`config.mk`:
```
export PLATFORM = sky130hd
export DESIGN_NAME = nco_fm_tx
export DESIGN_NICKNAME = d
export VERILOG_FILES = /design/src/rtl/nco_pkg.sv /design/src/rtl/nco_sin_lut.sv /design/src/rtl/nco_fm_tx.sv
export SDC_FILE = /design/constraint.sdc
export NUM_CORES = 1
export LEC_CHECK = 0
export CELL_PAD_IN_SITES_DETAIL_PLACEMENT = 0
export CELL_PAD_IN_SITES_GLOBAL_PLACEMENT = 1
export CORE_MARGIN = 3
export CORE_UTILIZATION = 35
export DETAILED_ROUTE_END_ITERATION = 8
export PLACE_DENSITY_LB_ADDON = 0.1
export RECOVER_POWER = 100
export SETUP_SLACK_MARGIN = 0.02
export SLEW_MARGIN = 20
export SYNTH_ARGS = -nofsm -noshare
export SYNTH_HDL_FRONTEND = slang
export SYNTH_HIERARCHICAL = 1
export SYNTH_SLANG_ARGS = --single-unit
```
`constraint.sdc`:
```
create_clock -name i_clk -period 3.4 [get_ports i_clk]
set_input_delay 0.51 -clock i_clk [delete_from_list [all_inputs] [get_ports i_clk]]
set_output_delay 0.51 -clock i_clk [all_outputs]
set_load 0.02 [all_outputs]
```
`src/rtl/nco_pkg.sv`:
```
`default_nettype none
// ============================================================================
// Module      : nco_pkg
// Description : Shared FSM state type and default parameter values for the
//               FM-modulated NCO transmitter.
// Revision    : 1.0 - initial release
// ============================================================================
package nco_pkg;

    localparam int c_acc_w   = 32;
    localparam int c_mod_w   = 16;
    localparam int c_dev_shl = 8;
    localparam int c_lut_aw  = 8;
    localparam int c_out_w   = 10;

    typedef enum logic [1:0] {
        ST_IDLE  = 2'd0,
        ST_START = 2'd1,
        ST_RUN   = 2'd2
    } nco_state_e;

endpackage
`default_nettype wire

```
`src/rtl/nco_sin_lut.sv`:
```
`default_nettype none
// ============================================================================
// Module      : nco_sin_lut
// Description : Quarter-wave sine magnitude ROM with registered output.
// Revision    : 1.0 - initial release
// ============================================================================
module nco_sin_lut #(
    parameter int LUT_AW = 8,
    parameter int OUT_W  = 10
) (
    input  logic              i_clk,
    input  logic              i_rst,
    input  logic [LUT_AW-1:0] i_addr,
    output logic [OUT_W-2:0]  o_mag
);

    localparam int c_depth = 2 ** LUT_AW;
    localparam int c_mag_w = OUT_W - 1;

    // Samples taken at half-step offsets so the quarter mirrors without
    // duplicating the zero or peak entry.
    function automatic logic [c_depth*c_mag_w-1:0] build_rom();
        logic [c_depth*c_mag_w-1:0] rom;
        real    amp;
        real    period;
        real    ang;
        integer val;
        rom    = '0;
        amp    = $itor(2 ** (OUT_W - 1) - 1);
        period = 2.0 ** (LUT_AW + 2);
        for (int k = 0; k < c_depth; k++) begin
            ang = 2.0 * 3.14159265358979323846 * ($itor(k) + 0.5) / period;
            val = $rtoi(amp * $sin(ang) + 0.5);
            rom[k*c_mag_w +: c_mag_w] = val[c_mag_w-1:0];
        end
        return rom;
    endfunction

    localparam logic [c_depth*c_mag_w-1:0] c_rom = build_rom();

    logic [c_mag_w-1:0] w_mag_d;
    logic [c_mag_w-1:0] r_mag_q;

    always_comb begin
        w_mag_d = c_rom[int'(i_addr)*c_mag_w +: c_mag_w];
    end

    always_ff @(posedge i_clk) begin
        if (i_rst) begin
            r_mag_q <= '0;
        end else begin
            r_mag_q <= w_mag_d;
        end
    end

    assign o_mag = r_mag_q;

endmodule
`default_nettype wire

```
`src/rtl/nco_fm_tx.sv`:
```
`default_nettype none
// ============================================================================
// Module      : nco_fm_tx
// Description : Phase-accumulator NCO with FM deviation input, square-wave
//               and quarter-wave-LUT sine outputs, and wrap pulse.
// Revision    : 1.0 - initial release
// ============================================================================
module nco_fm_tx
    import nco_pkg::*;
#(
    parameter int ACC_W   = c_acc_w,
    parameter int MOD_W   = c_mod_w,
    parameter int DEV_SHL = c_dev_shl,
    parameter int LUT_AW  = c_lut_aw,
    parameter int OUT_W   = c_out_w
) (
    input  logic                    i_clk,
    input  logic                    i_rst,
    input  logic                    i_en,
    input  logic [ACC_W-1:0]        i_carrier,
    input  logic                    i_carrier_ld,
    input  logic [ACC_W-1:0]        i_phase_ofs,
    input  logic signed [MOD_W-1:0] i_mod,
    input  logic                    i_mod_valid,
    output logic                    o_mod_ready,
    output logic                    o_sig,
    output logic signed [OUT_W-1:0] o_sin,
    output logic                    o_sin_valid,
    output logic                    o_wrap
);

    nco_state_e r_state_q, w_state_d;

    logic [ACC_W-1:0] r_carrier_q, w_carrier_d;
    logic [MOD_W-1:0] r_mod_q,     w_mod_d;
    logic [ACC_W-1:0] r_step_q,    w_step_d;
    logic [ACC_W-1:0] r_acc_q,     w_acc_d;
    logic [ACC_W-1:0] r_ofs_q,     w_ofs_d;
    logic [ACC_W-1:0] r_phase_q,   w_phase_d;
    logic             r_wrap_q,    w_wrap_d;
    logic             r_v1_q,      w_v1_d;
    logic             r_v2_q,      w_v2_d;
    logic             r_v3_q,      w_v3_d;
    logic             r_neg_q,     w_neg_d;
    logic [OUT_W-1:0] r_sin_q,     w_sin_d;

    logic             w_run_hold;
    logic             w_kill;
    logic             w_xfer;
    logic [ACC_W-1:0] w_dev;
    logic [ACC_W-1:0] w_acc_sum;
    logic [1:0]       w_quad;
    logic [LUT_AW-1:0] w_addr_raw;
    logic [LUT_AW-1:0] w_lut_addr;
    logic [OUT_W-2:0] w_lut_mag;
    logic [OUT_W-1:0] w_mag_ext;
    logic             w_unused_phase_lsb;

    always_comb begin
        w_state_d = r_state_q;
        case (r_state_q)
            ST_IDLE:  if (i_en) w_state_d = ST_START;
            ST_START: w_state_d = i_en ? ST_RUN : ST_IDLE;
            ST_RUN:   if (!i_en) w_state_d = ST_IDLE;
            default:  w_state_d = ST_IDLE;
        endcase
    end

    assign w_run_hold = (r_state_q == ST_RUN) && (w_state_d == ST_RUN);
    assign w_kill     = (w_state_d == ST_IDLE);
    assign w_xfer     = i_mod_valid && (r_state_q == ST_RUN);

    always_comb begin
        w_carrier_d = i_carrier_ld ? i_carrier : r_carrier_q;

        w_mod_d = r_mod_q;
        if (r_state_q == ST_IDLE) begin
            w_mod_d = '0;
        end else if (w_xfer) begin
            w_mod_d = i_mod;
        end

        w_ofs_d = (r_state_q == ST_START) ? i_phase_ofs : r_ofs_q;
    end

    // Deviation is sign-extended before the shift so negative samples
    // pull the frequency below the carrier.
    assign w_dev     = {{(ACC_W-MOD_W){r_mod_q[MOD_W-1]}}, r_mod_q} << DEV_SHL;
    assign w_acc_sum = r_acc_q + r_step_q;

    always_comb begin
        w_step_d  = r_carrier_q + w_dev;
        w_acc_d   = w_run_hold ? w_acc_sum : '0;
        w_wrap_d  = w_run_hold && r_acc_q[ACC_W-1] && !w_acc_sum[ACC_W-1];
        w_v1_d    = w_run_hold;
        w_phase_d = w_run_hold ? (r_acc_q + r_ofs_q) : '0;
    end

    assign w_quad     = r_phase_q[ACC_W-1 -: 2];
    assign w_addr_raw = r_phase_q[ACC_W-3 -: LUT_AW];
    assign w_lut_addr = w_quad[0] ? ~w_addr_raw : w_addr_raw;
    assign w_unused_phase_lsb = ^r_phase_q[ACC_W-LUT_AW-3:0];

    nco_sin_lut #(
        .LUT_AW (LUT_AW),
        .OUT_W  (OUT_W)
    ) u_sin_lut (
        .i_clk  (i_clk),
        .i_rst  (i_rst),
        .i_addr (w_lut_addr),
        .o_mag  (w_lut_mag)
    );

    assign w_mag_ext = {1'b0, w_lut_mag};

    // Valid bits drop on the same edge the FSM falls back to IDLE.
    always_comb begin
        w_neg_d = w_quad[1];
        w_v2_d  = r_v1_q && !w_kill;
        w_v3_d  = r_v2_q && !w_kill;
        w_sin_d = '0;
        if (w_v3_d) begin
            w_sin_d = r_neg_q ? -w_mag_ext : w_mag_ext;
        end
    end

    always_ff @(posedge i_clk) begin
        if (i_rst) begin
            r_state_q   <= ST_IDLE;
            r_carrier_q <= '0;
            r_mod_q     <= '0;
            r_step_q    <= '0;
            r_acc_q     <= '0;
            r_ofs_q     <= '0;
            r_phase_q   <= '0;
            r_wrap_q    <= 1'b0;
            r_v1_q      <= 1'b0;
            r_v2_q      <= 1'b0;
            r_v3_q      <= 1'b0;
            r_neg_q     <= 1'b0;
            r_sin_q     <= '0;
        end else begin
            r_state_q   <= w_state_d;
            r_carrier_q <= w_carrier_d;
            r_mod_q     <= w_mod_d;
            r_step_q    <= w_step_d;
            r_acc_q     <= w_acc_d;
            r_ofs_q     <= w_ofs_d;
            r_phase_q   <= w_phase_d;
            r_wrap_q    <= w_wrap_d;
            r_v1_q      <= w_v1_d;
            r_v2_q      <= w_v2_d;
            r_v3_q      <= w_v3_d;
            r_neg_q     <= w_neg_d;
            r_sin_q     <= w_sin_d;
        end
    end

    assign o_mod_ready = (r_state_q == ST_RUN);
    assign o_sig       = r_phase_q[ACC_W-1];
    assign o_sin       = r_sin_q;
    assign o_sin_valid = r_v3_q;
    assign o_wrap      = r_wrap_q;

endmodule
`default_nettype wire

```
==> results of run 1 <==
==> critical path: stages, from the launching register on <==
cell and delay [ns]:
dfxtp_1 0.52, clkbuf_1 0.18, xor2_2 0.63, buf_4 0.44, buf_4 0.27, mux4_2 0.51, o22a_1 0.22, a211oi_1 0.23
==> metrics by stage <==
step,setup slack [ns],power (W)
2_1_floorplan,0.257,0.00248
3_5_place_dp,0.502,0.00266
6_report,0.281,0.00469
4_1_cts,0.497,0.00477
5_1_grt,0.115,0.00490
3_3_place_gp,0.586,0.00266
==> cell families after synthesis <==
kind of cell	after synthesis
AND/OR/NAND/NOR	482
XOR/XNOR	60
flip-flops	180
multiplexers	50
buffers and inverters	108
AO/OA/AOI/OAI	416
adder cells (fa/ha/maj)	102
==> sequential cells by signal, indices dropped and copies added, names as in the netlist, 2 cells and up <==
signal           count
r_phase_q           10
r_carrier_q         32
r_ofs_q             32
r_state_q            2
r_step_q            32
r_acc_q             32
r_mod_q             16
o_sin               10
u_sin_lut/o_mag      9
==> area by class of cell <==
cell class / instances / area (sq um) / area share, %
inverters: 31 / 119 / 0.875
repair buffers: 135 / 1240 / 9.13
well taps: 435 / 544 / 4.01
multi-input cells: 1110 / 7450 / 54.9
clock inverters: 15 / 195 / 1.44
clock buffers: 17 / 425 / 3.13
flip-flops and latches: 180 / 3600 / 26.5
==> cells in the mapped netlist, types with 8 or more instances <==
cell type	instances	share of area, %
nor2b_1	33	1.8
nor3_1	25	1.1
a21oi_1	140	6.1
a31oi_1	14	0.76
nand3_1	20	0.87
or3_1	9	0.49
inv_1	27	0.88
ha_1	100	11
and2_1	9	0.49
buf_1	12	0.39
buf_2	19	0.82
xor2_1	36	2.7
o211ai_1	14	0.91
clkbuf_1	32	1.0
nand2b_1	19	1.0
dfxtp_1	180	31
o21a_1	10	0.65
xnor2_1	24	1.8
o21bai_1	13	0.84
a211oi_1	21	1.4
o21ai_1	10	0.43
and3_1	15	0.81
mux2i_1	40	3.5
nand2_1	161	5.2
nand4_1	8	0.43
o21ai_0	61	2.6
a21o_1	35	2.3
nor2_1	143	4.6
==> power groups by stage <==
stage	clock network (W)	registers [W]	logic, W
after floorplan	0	0.00224	0.000244
after global placement	0	0.00225	0.000410
after detailed placement	0	0.00225	0.000410
after CTS	0.00216	0.00220	0.000414
after global routing	0.00224	0.00221	0.000449
final	0.00208	0.00220	0.000405
==> worst min-delay path by stage <==
stage                             end  cells past startpoint
after floorplan                r_v2_q                      1
after global placement         r_v2_q                      1
after detailed placement       r_v2_q                      1
after CTS                      r_v2_q                      1
after global routing      r_step_q[4]                      1
final                          r_v2_q                      1
==> routing by layer <==
metal	GRT usage, %	up-vias	part of all wire [%]
li1	-	5200	-
met1	23.5	4687	45
met2	31.0	280	48
met3	3.37	54	4.5
met4	6.61	0	2.6
met5	0	-	0
==> results.tsv, run 1 <==
stage	metric	value	unit
run_status	status	finished, violations left	
run_status	violations	max-capacitance violations, max-slew violations	
clock_network	clock-sinks	180	
grt	grt_usage	18.4	%
yosys	synth_cell_types	99	
die	die_x	188	um
timing	worst_slew_pin_slew	1.74	ns
pwr	total_leakage_power	5.67	nW
clock_network	ctsRootBufferMaster	clkbuf_16	
timing	holdWs	0.454	ns
cells_and_area	layout_commonest_cell	dfxtp_1	
yosys	async_reset_ff_share	0	%
die	ioPinCount	99	
yosys	synth_edf_count	0	
setup_path	reg2reg_to	u_sin_lut/o_mag[3]	
pwr	power_frac_comb	8.6	%
yosys	seq_area_frac_synth	31.2	%
hold_path	holdCritPathClass	reg -> reg	
timing	finalCriticalPeriod	3.12	ns
drt	dr.pass1.iters	5	
setup_path	rrSetupSlack	0.28	ns
job	maxCapViolCount	4	
die	start_util	36.1	%
drt	routedWlPerCell	16.9	um
pwr	cellPowerDensity	345	mW/mm^2
yosys	synth_xor_area_share	4.54	%
die	rows	65	
place	port-buffer-count	98	
timing	skew	0.0179	ns
grt	antenna_found_initial	0	
yosys	synth-simple-area-share	19.5	%
pwr	internal_power	0.00344	W
timing	setup_violations	0	
pwr	vdd_drop_max	0.394	mV
drt	num_vias	10221	
setup_path	critPathRequiredTime	3.73	ns
timing	grt_setup_unrepaired	false	
setup_path	criticalPathCategory	reg -> reg	
timing	slew_violations	72	
setup_path	timing.rr.start	r_phase_q[30]	
place	hpwlAfterDp	24600	um
setup_path	cp_max_fo	28	
clock_network	htreeDepth	4	
pwr	clkPwrFrac	44.4	%
die	die_area	0.0353	sq mm
clock_network	cts-hold-fix-buffers	0	
place	gp_congestion	0.912	
setup_path	worst_ep_arrival_time	3.45	ns
drt	drt_iter0_drc	584	
yosys	synthMuxAreaShare	5.02	%
timing	slew_headroom	-16.2	%
timing	hold_viol	0	
cells_and_area	fill_cells	3340	
cells_and_area	stdcell_count	1923	
die	core_region_area	0.0320	sq mm
grt	first_global_vias	9929	
clock_network	cts_made_buffers	17	
place	dpl.cell_count	1891	
cells_and_area	final_util	42.4	%
cells_and_area	stdcell_area	0.0136	sq mm
pwr	net-switching-power	0.00125	W
hold_path	min-delay-start	r_v1_q	
yosys	syn_inst	1398	
yosys	synth-compound-area-share	24.2	%
timing	clock.fmax	321	MHz
drt	ant_nets	0	
pwr	pwr-share-seq	47.0	%
setup_path	setup.worst_path.end	u_sin_lut/o_mag[3]	
setup_path	r2r_cells	7	
yosys	yosysWarnings	6	
grt	grt-ovfl-total	0	
yosys	syn_avg_cell_area	8.27	sq um
cells_and_area	drive_above_1_share	7.53	%
setup_path	critPathCaptureType	register	
place	post_dp_cell_area	0.0130	sq mm
clock_network	worstSkewPairLatency	0.45	ns
drt	wl	32500	um
cells_and_area	n_antenna_cell	0	
clock_network	tritoncts	yes	
setup_path	cp-startpoint	r_phase_q[30]	
grt	grt_max_degree	60	
timing	setup_tns	0	ns
cells_and_area	layout_common_cells	180 x dfxtp_1, 161 x nand2_1, 143 x nor2_1	
grt	grt_pass1_wl	52600	um
clock_network	cts-resized-gates	0	
clock_network	clkTransAtPathRegs	0.07	ns
yosys	synthAdderAreaFrac	11.2	%
pwr	p_sw_share	26.6	%
yosys	synth_top_family_by_area	compound AO/OA/AOI/OAI gates	
yosys	yosys_most_used_dff	dfxtp_1	
yosys	ys_ff_latch	180	
drt	drc	0	
die	fp.dieH	188	um
drt	viasPerCell	5.32	
cells_and_area	nNetsFinal	1662	
setup_path	start_kind	register	
clock_network	clockBufferDepth	2	
yosys	syn_area	0.0116	sq mm
timing	timing.final.crit_share	91.7	%
yosys	synth_nets	1585	
cells_and_area	area_growth	17.4	%
clock_network	postCtsSetupRepairBufs	0	
No activity file was read; power rests on OpenSTA's default activity.
==> run 2, diff against run 1 <==
--- a/config.mk
+++ b/config.mk
@@ -7,8 +7,9 @@
 export LEC_CHECK = 0
 export CELL_PAD_IN_SITES_DETAIL_PLACEMENT = 0
 export CELL_PAD_IN_SITES_GLOBAL_PLACEMENT = 1
+export CORE_ASPECT_RATIO = 0.8
 export CORE_MARGIN = 3
-export CORE_UTILIZATION = 35
+export CORE_UTILIZATION = 45
 export DETAILED_ROUTE_END_ITERATION = 8
 export PLACE_DENSITY_LB_ADDON = 0.1
 export RECOVER_POWER = 100
==> run 2 against run 1 <==
Compared with the run above: the flow still finishes with violations (max-capacitance violations, max-slew violations); worst hold slack gained 0.0074 ns; via count rose by 1.1%; maximum frequency increased by 1.8%; highest routed layer unchanged; sequential cell count unchanged; worst setup slack gained 0.055 ns; routed wire length up 3.5%; sequential power is essentially flat; clock-buffer cell count did not move; non-clock buffer count is 6 lower; critical path depth is 3 higher; first-iteration DRC count increased by 51%.
==> results.tsv, run 2 (same netlist as run 1, synthesis figures left out) <==
stage	metric	value	unit	change
clock_network	cts-hold-fix-buffers	0		unchanged
die	ioPinCount	99		unchanged
grt	grt_max_degree	80		+33%
clock_network	clock-sinks	180		unchanged
cells_and_area	layout_commonest_cell	dfxtp_1		
grt	antenna_found_initial	0		unchanged
drt	dr.pass1.iters	6		+1
clock_network	clkTransAtPathRegs	0.08	ns	about the same
drt	num_vias	10330		+1.1%
setup_path	critPathTopFamily	buffers and inverters		
die	rows	51		-22%
drt	viasPerCell	5.74		+8.0%
job	maxCapViolCount	2		-2
die	die_area	0.0277	sq mm	-22%
die	core_region_area	0.0248	sq mm	-23%
clock_network	ctsRootBufferMaster	clkbuf_16		
die	start_util	46.6	%	+10 points
timing	timing.final.crit_share	90.1	%	-1.6 points
cells_and_area	stdcell_area	0.0134	sq mm	-1.4%
timing	finalCriticalPeriod	3.06	ns	-0.0550 ns
drt	ant_nets	0		unchanged
cells_and_area	multiInputGateArea	0.00746	sq mm	about the same
clock_network	tritoncts	yes		
place	gp_congestion	0.981		+7.5%
timing	hold_viol	0		unchanged
cells_and_area	n_antenna_cell	0		unchanged
die	die_x	185	um	-1.4%
clock_network	cts_made_buffers	17		unchanged
setup_path	worst_ep_arrival_time	3.41	ns	-0.04 ns
cells_and_area	register_area	0.00360	sq mm	unchanged
cells_and_area	area_growth	15.8	%	
setup_path	slowest_delay	0.58	ns	-0.05 ns
pwr	total_leakage_power	5.63	nW	-0.60%
grt	first_global_vias	9491		-4.4%
clock_network	postCtsSetupRepairBufs	0		unchanged
clock_network	clockBufferDepth	2		unchanged
timing	clock.fmax	326	MHz	+1.8%
timing	setup_violations	0		unchanged
place	dp_slack	0.628	ns	+0.126 ns
run_status	violations	max-capacitance violations, max-slew violations		
timing	slew_headroom	-9.36	%	+6.8 points
setup_path	critPathCaptureType	register		
pwr	vdd_drop_max	0.375	mV	-4.9%
drt	drc	0		unchanged
cells_and_area	layout_common_cells	180 x dfxtp_1, 162 x nand2_1, 143 x nor2_1		
place	post_dp_cell_area	0.0128	sq mm	-1.5%
setup_path	path_cells	buf_4 > xor2_1 > inv_1 > clkbuf_1 > ha_1 > or2b_1 > nand2_1 > mux4_2 > o22a_1 > a211oi_1		
timing	worst_slew_pin_slew	1.64	ns	-0.0991 ns
setup_path	crit_buf_inv	3		unchanged
clock_network	worstSkewPairLatency	0.44	ns	about the same
place	hpwlAfterDp	25000	um	+1.5%
timing	skew	0.0177	ns	-0.000225 ns
setup_path	start_kind	register		
timing	slew_violations	114		+58%
hold_path	holdCritPathClass	reg -> reg		
cells_and_area	drive_above_1_share	7.29	%	-0.24 points
die	fp.dieH	149	um	-20%
setup_path	cp_slowest_cell	ha_1		
cells_and_area	nNetsFinal	1656		-0.36%
drt	routedWlPerCell	18.7	um	+11%
setup_path	criticalPathCategory	reg -> reg		
place	port-buffer-count	98		unchanged
grt	grt_usage	24.5	%	+6.1 points
run_status	status	finished, violations left		
cells_and_area	fill_cells	2407		-28%
cells_and_area	final_util	54.0	%	+12 points
timing	setup_ws	0.336	ns	+0.0550 ns
setup_path	cp_max_fo	10		-64%
drt	drt_iter0_drc	879		+51%
grt	grt-ovfl-total	0		unchanged
setup_path	critPathRequiredTime	3.75	ns	+0.02 ns
clock_network	cts-resized-gates	0		unchanged
clock_network	htreeDepth	4		unchanged
timing	grt_setup_unrepaired	false		
grt	grt_pass1_wl	53300	um	+1.3%
timing	holdWs	0.461	ns	+0.00741 ns
drt	wl	33700	um	+3.5%
pwr	cellPowerDensity	347	mW/mm^2	+0.57%
timing	setup_tns	0	ns	unchanged
[run 2: cell type report]
cell class | count | area share [%]
Clock inverter | 15 | 1.42
Sequential cell | 180 | 26.9
Tap cell | 318 | 2.97
Timing Repair Buffer | 129 | 8.98
Multi-Input combinational cell | 1110 | 55.7
Clock buffer | 17 | 3.18
Inverter | 31 | 0.887
[run 2: where the power goes]
group / internal [W] / switching, W / total, W
Clock: 0.00106 / 0.000970 / 0.00203
Sequential: 0.00217 / 0.0000456 / 0.00221
Combinational: 0.000199 / 0.000205 / 0.000404
[run 2: worst paths after layout]
check                           depth (start not counted)  slack [ns]                 end           from
worst min-delay path                                    1        0.46              r_v2_q         r_v1_q
worst max register to register                         10        0.34  u_sin_lut/o_mag[3]  r_phase_q[30]
worst max-delay path                                   10        0.34  u_sin_lut/o_mag[3]  r_phase_q[30]
worst min register to register                          1        0.46              r_v2_q         r_v1_q
[run 2: routing by layer]
layer / routed length [um] / track usage [%] / share of wire (%) / vias up
li1: - / - / - / 5190
met1: 18400 / 40.6 / 55 / 4726
met2: 11900 / 30.3 / 35 / 387
met3: 3120 / 6.68 / 9.3 / 27
met4: 277 / 5.21 / 0.82 / 0
met5: 0 / 0 / 0 / -
[run 2: stage by stage]
step                cells  power, W
floorplan            1398   0.00248
global route         1800   0.00483
CTS                  1800   0.00470
finish               1800   0.00465
global placement     1768   0.00266
detailed placement   1768   0.00266
==> run 3, diff against run 2 <==
--- a/config.mk
+++ b/config.mk
@@ -5,15 +5,17 @@
 export SDC_FILE = /design/constraint.sdc
 export NUM_CORES = 1
 export LEC_CHECK = 0
+export ABC_CLOCK_PERIOD_IN_PS = 3400
 export CELL_PAD_IN_SITES_DETAIL_PLACEMENT = 0
 export CELL_PAD_IN_SITES_GLOBAL_PLACEMENT = 1
 export CORE_ASPECT_RATIO = 0.8
 export CORE_MARGIN = 3
-export CORE_UTILIZATION = 45
+export CORE_UTILIZATION = 43
 export DETAILED_ROUTE_END_ITERATION = 8
 export PLACE_DENSITY_LB_ADDON = 0.1
 export RECOVER_POWER = 100
 export SETUP_SLACK_MARGIN = 0.02
+export SKIP_LAST_GASP = 1
 export SLEW_MARGIN = 20
 export SYNTH_ARGS = -nofsm -noshare
 export SYNTH_HDL_FRONTEND = slang
==> run 3 against run 2 <==
Compared with the run above: the run now ends clean; first-iteration DRC count down 8.5%; worst setup slack better by 0.010 ns; power decreased by 1.0%; worst hold slack lost 0.0051 ns; sequential share of layout area barely moved; via count up 0.42%; critical path depth down 1; routed wire length is 1.7% higher; final area down 0.13%; utilization decreased by 3.3 points; register-to-register slack about the same; non-clock buffer count is 3 lower; critical endpoint unchanged; largest cell class unchanged.
==> results.tsv, run 3 (same netlist as run 1, synthesis figures left out) <==
stage	metric	value	unit	change
run_status	status	finished clean		
setup_path	r2r_cells	9		-1
timing	finalCriticalPeriod	3.05	ns	-0.00999 ns
timing	clock.fmax	327	MHz	+0.33%
grt	grt_pass1_wl	53900	um	+1.2%
timing	worst_slew_pin_slew	1.44	ns	-0.205 ns
pwr	vdd_drop_max	0.402	mV	+7.2%
timing	setup_ws	0.346	ns	+0.00999 ns
setup_path	setup.worst_path.end	u_sin_lut/o_mag[3]		
cells_and_area	layout_commonest_cell	dfxtp_1		
drt	wl	34200	um	+1.7%
clock_network	cts-resized-gates	0		unchanged
timing	skew	0.0128	ns	-0.00484 ns
drt	viasPerCell	5.65		-1.6%
die	die_x	189	um	+2.2%
cells_and_area	drive_above_1_share	6.96	%	-0.32 points
clock_network	cts_made_buffers	17		unchanged
cells_and_area	area_growth	15.7	%	
clock_network	worstSkewPairLatency	0.44	ns	about the same
timing	timing.final.crit_share	89.8	%	-0.29 points
hold_path	holdCritPathClass	reg -> reg		
timing	slew_violations	0		-100%
drt	ant_nets	0		unchanged
place	port-buffer-count	98		unchanged
setup_path	start_kind	register		
setup_path	critPathCaptureType	register		
die	ioPinCount	99		unchanged
clock_network	htreeDepth	4		unchanged
die	core_region_area	0.0264	sq mm	+6.3%
cells_and_area	layout_common_cells	180 x dfxtp_1, 161 x nand2_1, 143 x nor2_1		
die	fp.dieH	153	um	+2.2%
cells_and_area	n_antenna_cell	0		unchanged
setup_path	timing.rr.start	r_phase_q[30]		
cells_and_area	nNetsFinal	1653		-0.18%
grt	antenna_found_initial	0		unchanged
clock_network	cts-hold-fix-buffers	0		unchanged
drt	routedWlPerCell	18.7	um	-0.29%
drt	dr.pass1.iters	5		-1
timing	hold_viol	0		unchanged
timing	setup_tns	0	ns	unchanged
drt	drc	0		unchanged
setup_path	rrSetupSlack	0.35	ns	about the same
pwr	total_leakage_power	5.59	nW	-0.73%
clock_network	postCtsSetupRepairBufs	0		unchanged
die	rows	53		+3.9%
clock_network	clkTransAtPathRegs	0.08	ns	about the same
setup_path	cp_max_fo	8		-2
place	hpwlAfterDp	25500	um	+2.4%
job	maxCapViolCount	0		-2
grt	first_global_vias	9504		+0.14%
clock_network	tritoncts	yes		
pwr	finalPower	0.00460	W	-1.0%
setup_path	criticalPathCategory	reg -> reg		
setup_path	worst_ep_arrival_time	3.32	ns	-0.09 ns
grt	grt_max_degree	66		-18%
setup_path	critPathRequiredTime	3.67	ns	-0.08 ns
setup_path	cp-startpoint	r_phase_q[30]		
die	start_util	43.8	%	-2.8 points
timing	grt_setup_unrepaired	false		
place	dp_slack	0.601	ns	-0.0269 ns
cells_and_area	fill_cells	2624		+9.0%
timing	setup_violations	0		unchanged
setup_path	reg2reg_to	u_sin_lut/o_mag[3]		
clock_network	ctsRootBufferMaster	clkbuf_16		
clock_network	clockBufferDepth	2		unchanged
clock_network	clock-sinks	180		unchanged
die	die_area	0.0289	sq mm	+4.5%
grt	grt-ovfl-total	0		unchanged
timing	slew_headroom	4.28	%	+14 points
drt	drt_iter0_drc	804		-8.5%
place	gp_congestion	0.947		-3.4%
drt	num_vias	10373		+0.42%
pwr	cellPowerDensity	344	mW/mm^2	-0.88%
grt	grt_usage	23.4	%	-1.1 points
[run 3: final cells by class]
cell class / instances / area [sq um] / area share, %
clock buffers: 18 / 429 / 3.21
clock inverters: 14 / 163 / 1.22
inverters: 31 / 119 / 0.888
multi-input cells: 1110 / 7440 / 55.6
flip-flops and latches: 180 / 3600 / 26.9
well taps: 357 / 447 / 3.34
repair buffers: 126 / 1170 / 8.77
[run 3: metrics by stage]
stage / hold WS (ns) / std cells / instance area, sq um / util [%]
global route: 0.479 / 1836 / 13400 / 50.7
CTS: 0.462 / 1836 / 13500 / 51.0
detailed placement: 0.443 / 1804 / 12900 / 48.8
global placement: 0.440 / 1804 / 12900 / 48.8
floorplan: 0.429 / 1398 / 11600 / -
finish: 0.456 / 1836 / 13400 / 50.7
[run 3: routing by layer]
metal,vias up,track usage [%],part of all wire [%]
li1,5203,-,-
met1,4765,38.2,54
met2,372,28.6,36
met3,33,7.87,9.1
met4,0,4.68,0.95
met5,-,0,0
[run 3: where the power goes]
part / internal (W) / switching (W)
Clock: 0.00104 / 0.000941
Sequential: 0.00217 / 0.0000457
Combinational: 0.000198 / 0.000204
Total: 0.00341 / 0.00119
[run 3: worst max-delay path, cell delays in order (launching register included)]
cell      delay, ns
dfxtp_1        0.36
buf_4          0.26
xor2_1         0.22
clkbuf_1       0.42
ha_1           0.36
inv_1          0.16
a21o_1         0.18
mux4_2         0.50
a211oi_1       0.32
a211oi_2       0.11
[run 3: worst min path at each step]
stage | start | end | slack [ns] | depth (start not counted)
after CTS | r_v1_q | r_v2_q | 0.46 | 1
after detailed placement | r_v1_q | r_v2_q | 0.44 | 1
after global routing | r_mod_q[0] | r_mod_q[0] | 0.48 | 2
final | r_v1_q | r_v2_q | 0.46 | 1
after floorplan | r_v1_q | r_v2_q | 0.43 | 1
after global placement | r_v1_q | r_v2_q | 0.44 | 1
==> patch: new RTL, config.mk and constraints of run 3 <==
`c_out_w`: 10 -> 20.
--- a/src/rtl/nco_pkg.sv
+++ b/src/rtl/nco_pkg.sv
@@ -13,3 +13,3 @@
     localparam int c_lut_aw  = 8;
-    localparam int c_out_w   = 10;
+    localparam int c_out_w   = 20;
 
Ports: changed (resized o_sin); port bits go from 99 to 109. No check against the original RTL was run, so the function may have changed too.
==> patch against run 3 <==
  * The run now ends with capacitance limit, slew limit, setup timing left
  * Synthesized area up 34%
  * Sequential cell count up 20
  * Total power up 11%
  * Die area up 32%
  * Critical path type unchanged
  * Worst setup slack worse by 370 ps
  * Core utilization up 1.8 points
  * Highest routed layer is now met5
  * Via count up 70%
  * Routed wire length up 120%
  * Design area up 38%
  * Largest cell class unchanged
==> patch: results (changes against run 3) <==
Clock Sinks: 200 (+11%)
total of buffers placed on input and output ports: 108 (+10%)
largest net degree at the start of global routing: 81 (+23%)
violated checks: capacitance limit, slew limit, setup timing
non-clock buffer count in the final layout: 278 (+120%)
vias in the first global route: 16.2k (+70%)
detail-routed via count per cell: 6.56 (+16%)
headroom to the max-slew limit: -67.8% (-72 points)
smallest setup slack after layout: -27.1 ps (-374 ps)
cell count after synthesis: 2,067 (+48%)
peak per-stage delay on the critical path: 790 ps (+290 ps)
Fill cells: 3,392 (+29%)
Max-cap violations: 4 (+4)
number of combinational gates with multiple inputs: 1,662 (+50%)
synth unique cells: 96 (-3.0%)
LEAKAGE: 0.00755 µW (+35%)
outcome: finished with violations
# setup viols final: 1 (+1)
most area-consuming cells after synthesis: sky130_fd_sc_hd__dfxtp_1, sky130_fd_sc_hd__ha_1, sky130_fd_sc_hd__a21oi_1
worst-case vdd ir drop: 0.345 mV (-14%)
post-route design area: 18,400 µm² (+38%)
Clock-cell share: 3.39% (-1.0 points)
Power Internal: 3730 µW (+9.3%)
count of routing violations after the opening detailed-route iteration: 2,645 (+230%)
CP delay by family, top: compound AO/OA/AOI/OAI gates
fraction of standard cell area that is sequential: 21.7% (-5.2 points)
first drt pass iteration count: 6 (+1)
wire length per cell after detailed routing: 27.5 µm (+48%)
Layout Skew: 19.9 ps (+7.06 ps)
post-synth net total: 2,261 (+43%)
final core utilization: 52.5% (+1.8 points)
final-layout non-clock buffer area share: 13.2% (+4.4 points)
global-route wire length before repair: 107,000 µm (+99%)
clock network latency to the later pin of the worst-skew pair: 460 ps (+20 ps)
final weighted congestion of routability-driven global placement: 1.12 (+18%)
number of non-clock inverters in the layout: 37 (+19%)
setup tns final: -27.1 ps (-27.1 ps)
proportion of layout cells with a drive suffix above 1: 10.5% (+3.5 points)
number of antenna violations at the first check in global routing: 1 (+1)
crit path max-delay cell type: sky130_fd_sc_hd__o41ai_1
Synth top cells by count: sky130_fd_sc_hd__nand2_1, sky130_fd_sc_hd__nor2_1, sky130_fd_sc_hd__a21oi_1
final count of pins violating max slew: 150 (+150)
## patch: per-stage QoR
stage	hold WS (ps)	setup slack, ps
floorplan	429	22.0
global route	478	24.5
finish	460	-27.1
detailed placement	445	230
CTS	462	200
global placement	436	222
## patch: power by group through the flow
stage                     registers, µW  logic (µW)  clock network (µW)
after CTS                          2450         466                2240
final                              2460         475                2190
after detailed placement           2510         462                   0
after global routing               2460         513                2310
after global placement             2510         454                   0
after floorplan                    2480         269                   0
## patch: kinds of logic after synthesis
| group | synth area share, % |
|---|---|
| flip-flops | 25.9 |
| XOR/XNOR | 4.33 |
| buffers and inverters | 5.74 |
| AO/OA/AOI/OAI | 30.0 |
| AND/OR/NAND/NOR | 22.3 |
| adder cells (fa/ha/maj) | 8.92 |
| multiplexers | 2.83 |
## patch: worst paths after layout
check | start | end | cells past startpoint
setup / recovery | r_phase_q[30]$_SDFF_PP0_ | u_sin_lut/o_mag[12]$_SDFF_PP0_ | 11
hold / removal | r_ofs_q[18]$_SDFFE_PP0N_ | r_ofs_q[18]$_SDFFE_PP0N_ | 2
setup reg to reg | r_phase_q[30]$_SDFF_PP0_ | u_sin_lut/o_mag[12]$_SDFF_PP0_ | 11
hold reg to reg | r_ofs_q[18]$_SDFFE_PP0N_ | r_ofs_q[18]$_SDFFE_PP0N_ | 2
## patch: worst min-delay path, stage by stage (launching register included)
cell and delay, ps:
sky130_fd_sc_hd__dfxtp_1 310, sky130_fd_sc_hd__nand2_1 50, sky130_fd_sc_hd__a21oi_1 50
## patch: layer usage
| metal | share of wire [%] | global-route usage (%) |
|---|---|---|
| met1 | 44 | 55.5 |
| met2 | 36 | 46.4 |
| met3 | 16 | 18.9 |
| met4 | 3.3 | 11.4 |
| met5 | 0.19 | 2.18 |
